===== src/rtl/seg7_pkg.sv =====
// Shared definitions for the 7-segment display sniffer.
//   - Segment bit indices within the 8-bit segments bus (a..g, dp).
//   - Hex glyph table in gfedcba order, indexed by nibble value.
//   - Filter FSM state encoding.
package seg7_pkg;

  localparam int unsigned SEG_A  = 0;
  localparam int unsigned SEG_B  = 1;
  localparam int unsigned SEG_C  = 2;
  localparam int unsigned SEG_D  = 3;
  localparam int unsigned SEG_E  = 4;
  localparam int unsigned SEG_F  = 5;
  localparam int unsigned SEG_G  = 6;
  localparam int unsigned SEG_DP = 7;

  localparam int unsigned NumDigits = 4;

  // Glyph for nibble i lives at index i.
  localparam logic [6:0] HEX_TABLE [16] = '{
    7'h3F, 7'h06, 7'h5B, 7'h4F, 7'h66, 7'h6D, 7'h7D, 7'h07,
    7'h7F, 7'h6F, 7'h77, 7'h7C, 7'h39, 7'h5E, 7'h79, 7'h71
  };

  typedef enum logic [1:0] {
    StIdle,
    StCount,
    StHeld
  } filt_state_e;

endpackage


===== src/rtl/seg7_mux_decoder_if.sv =====
// Bundle of the multiplexed display pins and the decoded result.
//   segments : bit0..6 = seg a..g, bit7 = dp (raw pins)
//   digits   : digit selects, bit3 = leftmost digit (raw pins)
//   hexx     : decoded nibbles, [15:12] = digit3 ... [3:0] = digit0
//   points   : latched dp per digit
//   blank    : digit last seen with a..g all off
//   err      : digit last seen with a non-hex glyph
//   valid    : digit latched recently
//   update   : one-cycle pulse on any change of the latched state
// master = the side driving the display pins; slave = the decoder.
interface seg7_mux_decoder_if;
  logic [7:0]  segments;
  logic [3:0]  digits;
  logic [15:0] hexx;
  logic [3:0]  points;
  logic [3:0]  blank;
  logic [3:0]  err;
  logic [3:0]  valid;
  logic        update;

  modport master (
    output segments, digits,
    input  hexx, points, blank, err, valid, update
  );

  modport slave (
    input  segments, digits,
    output hexx, points, blank, err, valid, update
  );
endinterface


===== src/rtl/seg7_pattern_lookup.sv =====
// Combinational reverse lookup of a 7-bit segment glyph.
//   pat_i    : normalised segments a..g (1 = lit)
//   nibble_o : table index when hit_o is set, else 0
//   hit_o    : glyph is one of the 16 hex glyphs
//   blank_o  : all segments off
module seg7_pattern_lookup
  import seg7_pkg::*;
(
  input  logic [6:0] pat_i,
  output logic [3:0] nibble_o,
  output logic       hit_o,
  output logic       blank_o
);

  always_comb begin
    nibble_o = 4'd0;
    hit_o    = 1'b0;
    // Table entries are distinct, so at most one index matches.
    for (int i = 0; i < 16; i++) begin
      if (pat_i == HEX_TABLE[i]) begin
        nibble_o = 4'(i);
        hit_o    = 1'b1;
      end
    end
    blank_o = (pat_i == 7'h00);
  end

endmodule


===== src/rtl/seg7_mux_decoder.sv =====
// Receive side of a multiplexed 4-digit 7-segment bus. Synchronises the
// raw pins, rejects multiplex/PWM glitches with a stability filter and
// rebuilds per-digit hex value, dp, blank, error and valid state.
//   clk   : sole clock, rising edge
//   rst_n : asynchronous active-low reset
//   bus   : seg7_mux_decoder_if.slave (pins in, decoded state out)
module seg7_mux_decoder
  import seg7_pkg::*;
#(
  parameter int unsigned STABLE_CYCLES   = 4,
  parameter int unsigned TIMEOUT_CYCLES  = 4096,
  parameter bit          SEG_ACTIVE_HIGH = 1'b1,
  parameter bit          DIG_ACTIVE_LOW  = 1'b1
) (
  input logic              clk,
  input logic              rst_n,
  seg7_mux_decoder_if.slave bus
);

  localparam int unsigned CntW = $clog2(STABLE_CYCLES + 1);
  localparam int unsigned TmoW = $clog2(TIMEOUT_CYCLES + 1);
  localparam logic [CntW-1:0] CntMax = CntW'(STABLE_CYCLES);
  localparam logic [TmoW-1:0] TmoMax = TmoW'(TIMEOUT_CYCLES);
  // Reset the digit synchroniser to "nothing selected".
  localparam logic [3:0] DigIdle = DIG_ACTIVE_LOW ? 4'hF : 4'h0;

  // ---------------------------------------------------------------------
  // Input synchronisers
  // ---------------------------------------------------------------------
  logic [7:0] seg_s1_d, seg_s1_q, seg_s2_d, seg_s2_q;
  logic [3:0] dig_s1_d, dig_s1_q, dig_s2_d, dig_s2_q;

  always_comb begin
    seg_s1_d = bus.segments;
    seg_s2_d = seg_s1_q;
    dig_s1_d = bus.digits;
    dig_s2_d = dig_s1_q;
  end

  always_ff @(posedge clk or negedge rst_n) begin
    if (!rst_n) begin
      seg_s1_q <= '0;
      seg_s2_q <= '0;
      dig_s1_q <= DigIdle;
      dig_s2_q <= DigIdle;
    end else begin
      seg_s1_q <= seg_s1_d;
      seg_s2_q <= seg_s2_d;
      dig_s1_q <= dig_s1_d;
      dig_s2_q <= dig_s2_d;
    end
  end

  // Normalised: segment bit = 1 when lit, digit bit = 1 when selected.
  logic [7:0] seg_n;
  logic [3:0] dig_n;
  logic       one_hot;
  logic [1:0] dig_idx;

  always_comb begin
    seg_n   = SEG_ACTIVE_HIGH ? seg_s2_q : ~seg_s2_q;
    dig_n   = DIG_ACTIVE_LOW ? ~dig_s2_q : dig_s2_q;
    one_hot = (dig_n != 4'd0) && ((dig_n & (dig_n - 4'd1)) == 4'd0);
    dig_idx = 2'd0;
    case (dig_n)
      4'b0010: dig_idx = 2'd1;
      4'b0100: dig_idx = 2'd2;
      4'b1000: dig_idx = 2'd3;
      default: dig_idx = 2'd0;
    endcase
  end

  // ---------------------------------------------------------------------
  // Stability filter FSM
  // ---------------------------------------------------------------------
  filt_state_e     state_d, state_q;
  logic [1:0]      cur_dig_d, cur_dig_q;
  logic [7:0]      cur_pat_d, cur_pat_q;
  logic [CntW-1:0] cnt_d, cnt_q;
  logic            same;
  logic            latch_fire;

  always_ff @(posedge clk or negedge rst_n) begin
    if (!rst_n) begin
      state_q <= StIdle;
    end else begin
      state_q <= state_d;
    end
  end

  always_comb begin
    state_d   = state_q;
    cur_dig_d = cur_dig_q;
    cur_pat_d = cur_pat_q;
    cnt_d     = cnt_q;
    same      = one_hot && (dig_idx == cur_dig_q) && (seg_n == cur_pat_q);
    if (!one_hot) begin
      state_d = StIdle;
      cnt_d   = '0;
    end else if ((state_q == StIdle) || !same) begin
      cur_dig_d = dig_idx;
      cur_pat_d = seg_n;
      cnt_d     = CntW'(1);
      state_d   = (STABLE_CYCLES == 1) ? StHeld : StCount;
    end else if (state_q == StCount) begin
      cnt_d = cnt_q + CntW'(1);
      if (cnt_d == CntMax) begin
        state_d = StHeld;
      end
    end
  end

  // Fire on every arrival in HELD, including a reload straight into HELD
  // when only one sample is needed; a repeat of the held sample is silent.
  always_comb begin
    latch_fire = one_hot && (state_d == StHeld) && ((state_q != StHeld) || !same);
  end

  // Latch request is registered, so outputs move one cycle later.
  logic       lat_vld_d, lat_vld_q;
  logic [1:0] lat_dig_d, lat_dig_q;
  logic [7:0] lat_pat_d, lat_pat_q;

  always_comb begin
    lat_vld_d = latch_fire;
    lat_dig_d = latch_fire ? cur_dig_d : lat_dig_q;
    lat_pat_d = latch_fire ? cur_pat_d : lat_pat_q;
  end

  always_ff @(posedge clk or negedge rst_n) begin
    if (!rst_n) begin
      cur_dig_q <= '0;
      cur_pat_q <= '0;
      cnt_q     <= '0;
      lat_vld_q <= 1'b0;
      lat_dig_q <= '0;
      lat_pat_q <= '0;
    end else begin
      cur_dig_q <= cur_dig_d;
      cur_pat_q <= cur_pat_d;
      cnt_q     <= cnt_d;
      lat_vld_q <= lat_vld_d;
      lat_dig_q <= lat_dig_d;
      lat_pat_q <= lat_pat_d;
    end
  end

  // ---------------------------------------------------------------------
  // Glyph lookup
  // ---------------------------------------------------------------------
  logic [3:0] lk_nibble;
  logic       lk_hit;
  logic       lk_blank;

  seg7_pattern_lookup u_lookup (
    .pat_i    (lat_pat_q[6:0]),
    .nibble_o (lk_nibble),
    .hit_o    (lk_hit),
    .blank_o  (lk_blank)
  );

  // ---------------------------------------------------------------------
  // Per-digit state and timeouts
  // ---------------------------------------------------------------------
  logic [15:0]     hexx_d, hexx_q;
  logic [3:0]      points_d, points_q;
  logic [3:0]      blank_d, blank_q;
  logic [3:0]      err_d, err_q;
  logic [3:0]      valid_d, valid_q;
  logic            update_d, update_q;
  logic [TmoW-1:0] tmo_d [NumDigits];
  logic [TmoW-1:0] tmo_q [NumDigits];
  logic [3:0]      expire;

  always_comb begin
    hexx_d   = hexx_q;
    points_d = points_q;
    blank_d  = blank_q;
    err_d    = err_q;
    valid_d  = valid_q;
    expire   = '0;

    for (int d = 0; d < NumDigits; d++) begin
      tmo_d[d] = (tmo_q[d] == TmoMax) ? tmo_q[d] : tmo_q[d] + TmoW'(1);
      // Counter reaches the limit on this edge.
      if (valid_q[d] && (tmo_q[d] == TmoMax - TmoW'(1))) begin
        expire[d] = 1'b1;
      end
    end

    // A latch on the expiring digit wins.
    if (lat_vld_q) begin
      expire[lat_dig_q] = 1'b0;
      tmo_d[lat_dig_q]  = '0;
    end

    for (int d = 0; d < NumDigits; d++) begin
      if (expire[d]) begin
        valid_d[d] = 1'b0;
      end
    end

    if (lat_vld_q) begin
      points_d[lat_dig_q] = lat_pat_q[SEG_DP];
      valid_d[lat_dig_q]  = 1'b1;
      if (lk_blank) begin
        blank_d[lat_dig_q] = 1'b1;
        err_d[lat_dig_q]   = 1'b0;
      end else if (lk_hit) begin
        hexx_d[{lat_dig_q, 2'b00} +: 4] = lk_nibble;
        blank_d[lat_dig_q]              = 1'b0;
        err_d[lat_dig_q]                = 1'b0;
      end else begin
        blank_d[lat_dig_q] = 1'b0;
        err_d[lat_dig_q]   = 1'b1;
      end
    end

    // One pulse covers any mix of latch change and expiries.
    update_d = {hexx_d, points_d, blank_d, err_d, valid_d} !=
               {hexx_q, points_q, blank_q, err_q, valid_q};
  end

  always_ff @(posedge clk or negedge rst_n) begin
    if (!rst_n) begin
      hexx_q   <= '0;
      points_q <= '0;
      blank_q  <= 4'hF;
      err_q    <= '0;
      valid_q  <= '0;
      update_q <= 1'b0;
      for (int d = 0; d < NumDigits; d++) begin
        tmo_q[d] <= '0;
      end
    end else begin
      hexx_q   <= hexx_d;
      points_q <= points_d;
      blank_q  <= blank_d;
      err_q    <= err_d;
      valid_q  <= valid_d;
      update_q <= update_d;
      for (int d = 0; d < NumDigits; d++) begin
        tmo_q[d] <= tmo_d[d];
      end
    end
  end

  assign bus.hexx   = hexx_q;
  assign bus.points = points_q;
  assign bus.blank  = blank_q;
  assign bus.err    = err_q;
  assign bus.valid  = valid_q;
  assign bus.update = update_q;

endmodule


===== src/flat_wrapper.sv =====
// flat-port wrapper written by rule: the top's interface ports become plain ports
module seg7_mux_decoder_flat import seg7_pkg::*;
#(
  parameter int unsigned STABLE_CYCLES   = 4,
  parameter int unsigned TIMEOUT_CYCLES  = 4096,
  parameter bit          SEG_ACTIVE_HIGH = 1'b1,
  parameter bit          DIG_ACTIVE_LOW  = 1'b1
)
  (clk, rst_n, bus_segments, bus_digits, bus_hexx, bus_points, bus_blank, bus_err, bus_valid, bus_update);
  seg7_mux_decoder_if bus_i ();
  input logic clk;
  input logic rst_n;
  input wire logic [$bits(bus_i.segments)-1:0] bus_segments;
  input wire logic [$bits(bus_i.digits)-1:0] bus_digits;
  output wire logic [$bits(bus_i.hexx)-1:0] bus_hexx;
  output wire logic [$bits(bus_i.points)-1:0] bus_points;
  output wire logic [$bits(bus_i.blank)-1:0] bus_blank;
  output wire logic [$bits(bus_i.err)-1:0] bus_err;
  output wire logic [$bits(bus_i.valid)-1:0] bus_valid;
  output wire logic [$bits(bus_i.update)-1:0] bus_update;
  assign bus_i.segments = bus_segments;
  assign bus_i.digits = bus_digits;
  assign bus_hexx = bus_i.hexx;
  assign bus_points = bus_i.points;
  assign bus_blank = bus_i.blank;
  assign bus_err = bus_i.err;
  assign bus_valid = bus_i.valid;
  assign bus_update = bus_i.update;
  seg7_mux_decoder #(.STABLE_CYCLES(STABLE_CYCLES), .TIMEOUT_CYCLES(TIMEOUT_CYCLES), .SEG_ACTIVE_HIGH(SEG_ACTIVE_HIGH), .DIG_ACTIVE_LOW(DIG_ACTIVE_LOW)) u_core (.clk(clk), .rst_n(rst_n), .bus(bus_i));
endmodule

===== config.mk =====
export PLATFORM = sky130hd
export DESIGN_NAME = seg7_mux_decoder_flat
export DESIGN_NICKNAME = d
export VERILOG_FILES = /design/src/rtl/seg7_pkg.sv /design/src/rtl/seg7_mux_decoder_if.sv /design/src/rtl/seg7_pattern_lookup.sv /design/src/rtl/seg7_mux_decoder.sv /design/src/flat_wrapper.sv
export SDC_FILE = /design/constraint.sdc
export NUM_CORES = 1
export LEC_CHECK = 0
export BUFFER_PORTS_ARGS = -buffer_cell sky130_fd_sc_hd__buf_4
export CAP_MARGIN = 5
export CORE_MARGIN = 2
export CORE_UTILIZATION = 50
export DETAILED_ROUTE_END_ITERATION = 8
export GPL_TIMING_DRIVEN = 0
export PLACE_DENSITY_LB_ADDON = 0.15
export SETUP_SLACK_MARGIN = 0.2
export SYNTH_ARGS = -nofsm -noshare
export SYNTH_HDL_FRONTEND = slang
export SYNTH_SLANG_ARGS = --single-unit
export TNS_END_PERCENT = 30

===== constraint.sdc =====
create_clock -name clk -period 3.3 [get_ports clk]
set_input_delay 0.495 -clock clk [delete_from_list [all_inputs] [get_ports clk]]
set_output_delay 0.495 -clock clk [all_outputs]
set_load 0.02 [all_outputs]

Word-level counts from Yosys, hierarchy flattened

Index checks and enable logic that the tools add are counted.
Widths: inputs -> output; s select.

Register bits after elaboration: 135
Input bits: 14
Output and inout bits: 33
Word-level logic and storage cells: 172

$add $sub $neg: 7
Order comparisons: 4
Eq/ne operators: 35
Shifts and indexed selects: 2
Muxes and demuxes: 73
Bitwise gates (word level): 12
Reduce and logical (&&, ||, !) cells: 18

Operator list:

| cell                   | count |
|---|---|
| $mux 4                 | 22 |
| $eq 7x7->1 const B     | 12 |
| $mux 13                | 5 |
| $add 13x1->13 const B  | 4 |
| $and 52x52->52         | 1 |
| $eq 13x12->1 const B   | 4 |
| $eq 13x13->1 const B   | 4 |
| $mux 52                | 1 |
| $not 52->52            | 1 |
| $mux 16                | 3 |
| $ne 32x32->1           | 1 |
| $demux 13 s2           | 1 |
| $mux 1                 | 26 |
| $and 4x4->4            | 4 |
| $bwmux 16              | 1 |
| $mux 8                 | 2 |
| $shift 4x6->16 const A | 1 |
| $shiftx 4x6->16        | 1 |
| $eq 7x3->1 const B     | 2 |
| $eq 7x6->1 const B     | 2 |
| $mux 2                 | 6 |
| $or 4x4->4             | 3 |
| $logic_and 1x1->1      | 11 |
| $mux 3                 | 3 |
| other kinds (28)       | 30 |

Logic depth before layout (Yosys ltp)

Word-level depth: 22
Depth in mapped cells: 11
Depth with buffers taken out: 10

Hierarchy

A second synthesis with hierarchy kept.

Cell total of the unflattened synthesis: 710
Area total of the unflattened synthesis: 6891.6 µm²

By module, submodules not included:

| module              | instances | cells each | area each (µm²) | seq. area each (µm²) |
|---|---|---|---|---|
| seg7_mux_decoder    | 1         | 655        | 6527.5          | 3393.3 |
| seg7_pattern_lookup | 1         | 55         | 364.1           | 0.0 |

Worst setup path before layout

OpenSTA, ideal clock, no wires.

Path type: register to register
From: reg u_core.lat_dig_q[0]
To: reg u_core.update_q, in the netlist u_core.bus.update
Library setup time: 0.124 ns
Arrival: 3.213 ns
Required time: 3.176 ns
Path slack: -0.037 ns
Stages on the path, launching flop included: 11
Path buffers: 0
Clock period less this slack: 3.337 ns
Path through: dfrtp_1 > inv_1 > ha_1 > inv_1 > nand3_1 > or4b_4 > or2_4 > a311o_1 > a221o_1 > or4_1 > a211o_1

Cells in the longest elaborated chain, start to end: 11
Elaborated cells on any way between the ends: 33
Those cells by class: 1 x add/sub; 2 x order compare; 1 x eq/ne; 2 x shift; 19 x mux; 7 x bitwise; 1 x reduce/logical

RTL lines:

| what                                                           | RTL line                | RTL |
|---|---|---|
| from (decl)                                                    | seg7_mux_decoder.sv:121 | `logic [1:0] lat_dig_d, lat_dig_q;` |
| from (signal assigned)                                         | seg7_mux_decoder.sv:143 | `lat_dig_q <= lat_dig_d;` |
| $lt 2x3->1 (implied by the code) or $ge 2x1->1 (tied branches) | n/a                     |  |
| $logic_and 1x1->1 (implied by the code)                        | n/a                     |  |
| $mux 1 (implied by the code)                                   | n/a                     |  |
| $demux 1 s2                                                    | n/a                     |  |
| $not 4->4 (no source line)                                     | n/a                     |  |
| $and 4x4->4 (no source line)                                   | n/a                     |  |
| $mux 4                                                         | seg7_mux_decoder.sv:192 | `if (lat_vld_q) begin` |
| $mux 1                                                         | seg7_mux_decoder.sv:198 | `if (expire[d]) begin` |
| $or 4x4->4 (no source line)                                    | n/a                     |  |
| $mux 4                                                         | seg7_mux_decoder.sv:203 | `if (lat_vld_q) begin` |
| $ne 32x32->1 (*)                                               | seg7_mux_decoder.sv:220 | `update_d = {hexx_d, points_d, blank_d, err_d, valid_d} !=` |
| via u_core.update_d                                            | seg7_mux_decoder.sv:170 | `logic update_d, update_q;` |
| to (signal assigned)                                           | seg7_mux_decoder.sv:241 | `update_q <= update_d;` |
| to (decl)                                                      | seg7_mux_decoder.sv:170 |  |

Mark *: on every way through the listed nets, which the timed path passes. The rest lies on a longest branch.
A chain may end at the register's enable or synchronous reset.

Worst setup path in the final report

From: reg u_core.lat_dig_q[1]
To: reg u_core.update_q, in the netlist u_core.bus.update

The elaborated chain is that of the path after synthesis.

==> flow_metrics.tcl <==
set metrics [dict create \
    cts.path.max_buffers 2 \
    grt_pass1_vias 5273 \
    cp.required_ps 3600 \
    yosysWarnings 0 \
    period_needed_ps 3190 \
    cts-root-buf "clkbuf_16" \
    crit_buf_inv 2 \
    cts_sinks 135 \
    ys.flop_type "dfrtp_1" \
    drc 0 \
    clock_latency_ps 420 \
    cts.htree.levels 4 \
    finalSetupTns_ps 0 \
    crit_path_top_delay_cell "or4b_4" \
    synth_top_area_cell "dfrtp_1" \
    path_clk_slew_ps 60 \
    cts_hold_buf 0 \
    hp-class "input port to asynchronous set/reset pin" \
    cp.arrival_ps 3490 \
    synth_fp_nets 702 \
    ir_worst_vdd_mv 0.360 \
    p_leak_nw 3.83 \
    routed_wl_um 15400 \
    path_delay_family "simple AND/OR/NAND/NOR gates" \
    path_class "register to register" \
    max_freq_mhz 314 \
    ys_ff_latch 135 \
    globalplace.congestion 0.903 \
    die_y_um 121 \
    hold_ws_ps 53.3 \
    core_area_um2 13300 \
    antenna_cells 0 \
    syn-instance-count 670 \
    hold_viol_final 0 \
    outcome "complete, no violations" \
    cp_cell_sequence "inv_2 -> ha_4 -> inv_6 -> nand3_2 -> or4b_4 -> or2_4 -> a311o_1 -> a221o_1 -> or4_4 -> a211o_1" \
    grt_overflow_total 0 \
    reg2reg_depth 10 \
    fin_ws_ps 114 \
    post-place-ws_ps -75.9 \
    routedWlPerCell_um 16.6 \
    cp-start-kind "register" \
    die_area_um2 14600 \
    seq_area_frac_synth 0.498 \
    rsz0062_at_grt "yes" \
    slowest_delay_ps 550 \
    area_delta_synth_final_pct 21.8 \
    synth_most_common_cell "dfrtp_1" \
    nNetsFinal 774 \
    syn_avg_cell_area_um2 10.2 \
    maxSlewViolCount 0 \
    vias 5225 \
    synth_cell_types 72 \
    grt_use_total 0.227 \
    fin_crit_sh 0.966 \
    synthArstFlopShare 1.00 \
    grt_pass1_wl_um 26300 \
    grt_max_degree 72 \
    antenna_found_initial 0 \
    crit_cells 10 \
    synth-edff-count 0 \
    layout-drive-gt1-share 0.244 \
    stdcell_area_um2 8300 \
    port_buffers 46 \
    ant_nets 0 \
    setup_viol 0 \
    routed_via_density 5.61 \
    end_kind "register" \
    die_x_um 121 \
    slew_headroom 0.574 \
    ys_top_cells_by_count "dfrtp_1 (123), nand2_1 (84), nor2_1 (57)" \
    mappedNetlistArea_um2 6820 \
    dpl_cell_area_um2 7450 \
    drtPass1Iterations 5 \
    cts_buffers 17 \
    cts_tree "yes" \
    yosysTopAreaCellShare 0.452 \
    tightest_slew_ps 637 \
    path_max_fanout 7 \
    synth_area_leaders "dfrtp_1 (45%), dfstp_2 (4.6%), nand2_1 (4.6%), mux2_2 (4.5%), xor2_1 (4.4%)" \
    io-pin-count 47 \
    start_util 0.513 \
    skew_ps 11.2 \
    dpl.hpwl_um 10600 \
    rows 42 \
    power_density_nw_per_um2 481 \
    maxCapViolCount 0 \
    first_iter_violations 326 \
]
layer usage:
metal  up-vias  wire length (um)  global-route usage
met4         0               207              0.0669
met5         -                 0                   0
met3        13               536              0.0495
met2        90              7170               0.349
met1      2595              7500               0.326
li1       2527                 -                   -
registers in the layout, summed over array words and instances, names as in the netlist, 8 cells and up:
name              flops
u_core.bus.hexx      16
u_core.cur_pat_q      8
u_core.lat_pat_q      8
u_core.seg_n          8
u_core.seg_s1_q       8
u_core.tmo_q         52
cell usage in the layout (no fill, tap or decap), types with 5 or more instances in the layout:
master     netlist  final
o22ai_1          7      6
clkbuf_1        12      7
nand4_1          7      7
nand3_1         38     37
and3_1          17     17
nor3_1          11     11
dfrtp_1        123    121
clkbuf_16        0     17
nor4b_1          6      6
inv_1           23     20
xor2_1          34     34
o21ai_0         27     26
nand2_1         84     83
ha_1            18     15
o31ai_1         10     10
buf_4            5     58
a21oi_1         18     15
nor2_1          57     56
mux2_2          27     27
and2_1           5      5
or3_1           10     10
inv_6            0      8
dfstp_2         12     12
a31oi_1          5      5
bufinv_16        0      5
xnor2_1         24     24
nor4_1           7      7
worst paths after layout:
kind | slack [ps] | startpoint | to
worst max-delay path | 110 | u_core.lat_dig_q[1] | u_core.bus.update
worst min-delay path | 50 | rst_n | u_core.cnt_q[2]
worst max register to register | 110 | u_core.lat_dig_q[1] | u_core.bus.update
worst min register to register | 350 | u_core.seg_s1_q[1] | u_core.seg_n[1]
max in group asynchronous | 2460 | rst_n | u_core.bus.blank[3]
min in group clk | 180 | bus_segments[1] | u_core.seg_s1_q[1]
what timing repair did:
action | CTS | global route
setup buffers | 6 | 1
resized for setup | 18 | 18
setup endpoints to repair | 12 | 11
pin swaps | 5 | 8
where the power goes:
part	internal, W	total (W)	switching, W
combinational	0.0000642	0.000135	0.0000712
sequential	0.00170	0.00173	0.0000265
clock	0.00136	0.00213	0.000768
total	0.00313	0.00399	0.000866
through the flow:
step                      instances  power, W  utilization
after floorplan                 670   0.00182            -
after global placement          892   0.00187        0.558
after detailed placement        893   0.00188        0.560
after CTS                       931   0.00404        0.619
after global routing            931   0.00413        0.624
final                           931   0.00399        0.624
logic make-up after synthesis:
kind of cell,after synthesis,share of synthesized area
AO/OA/AOI/OAI,106,0.109
XOR/XNOR,58,0.0745
adder cells (fa/ha/maj),18,0.0330
buffers and inverters,48,0.0323
flip-flops,135,0.498
multiplexers,28,0.0461
AND/OR/NAND/NOR,277,0.207
cell type report:
class | instances | area, um^2
plain buffers | 23 | 139
clock buffers | 17 | 425
clock inverters | 15 | 236
fillers | 1099 | 5000
inverters | 24 | 97.6
multi-input cells | 487 | 3340
flip-flops and latches | 135 | 3400
well taps | 176 | 220
repair buffers | 54 | 442
Note: power is estimated with default switching activity, not from simulation.
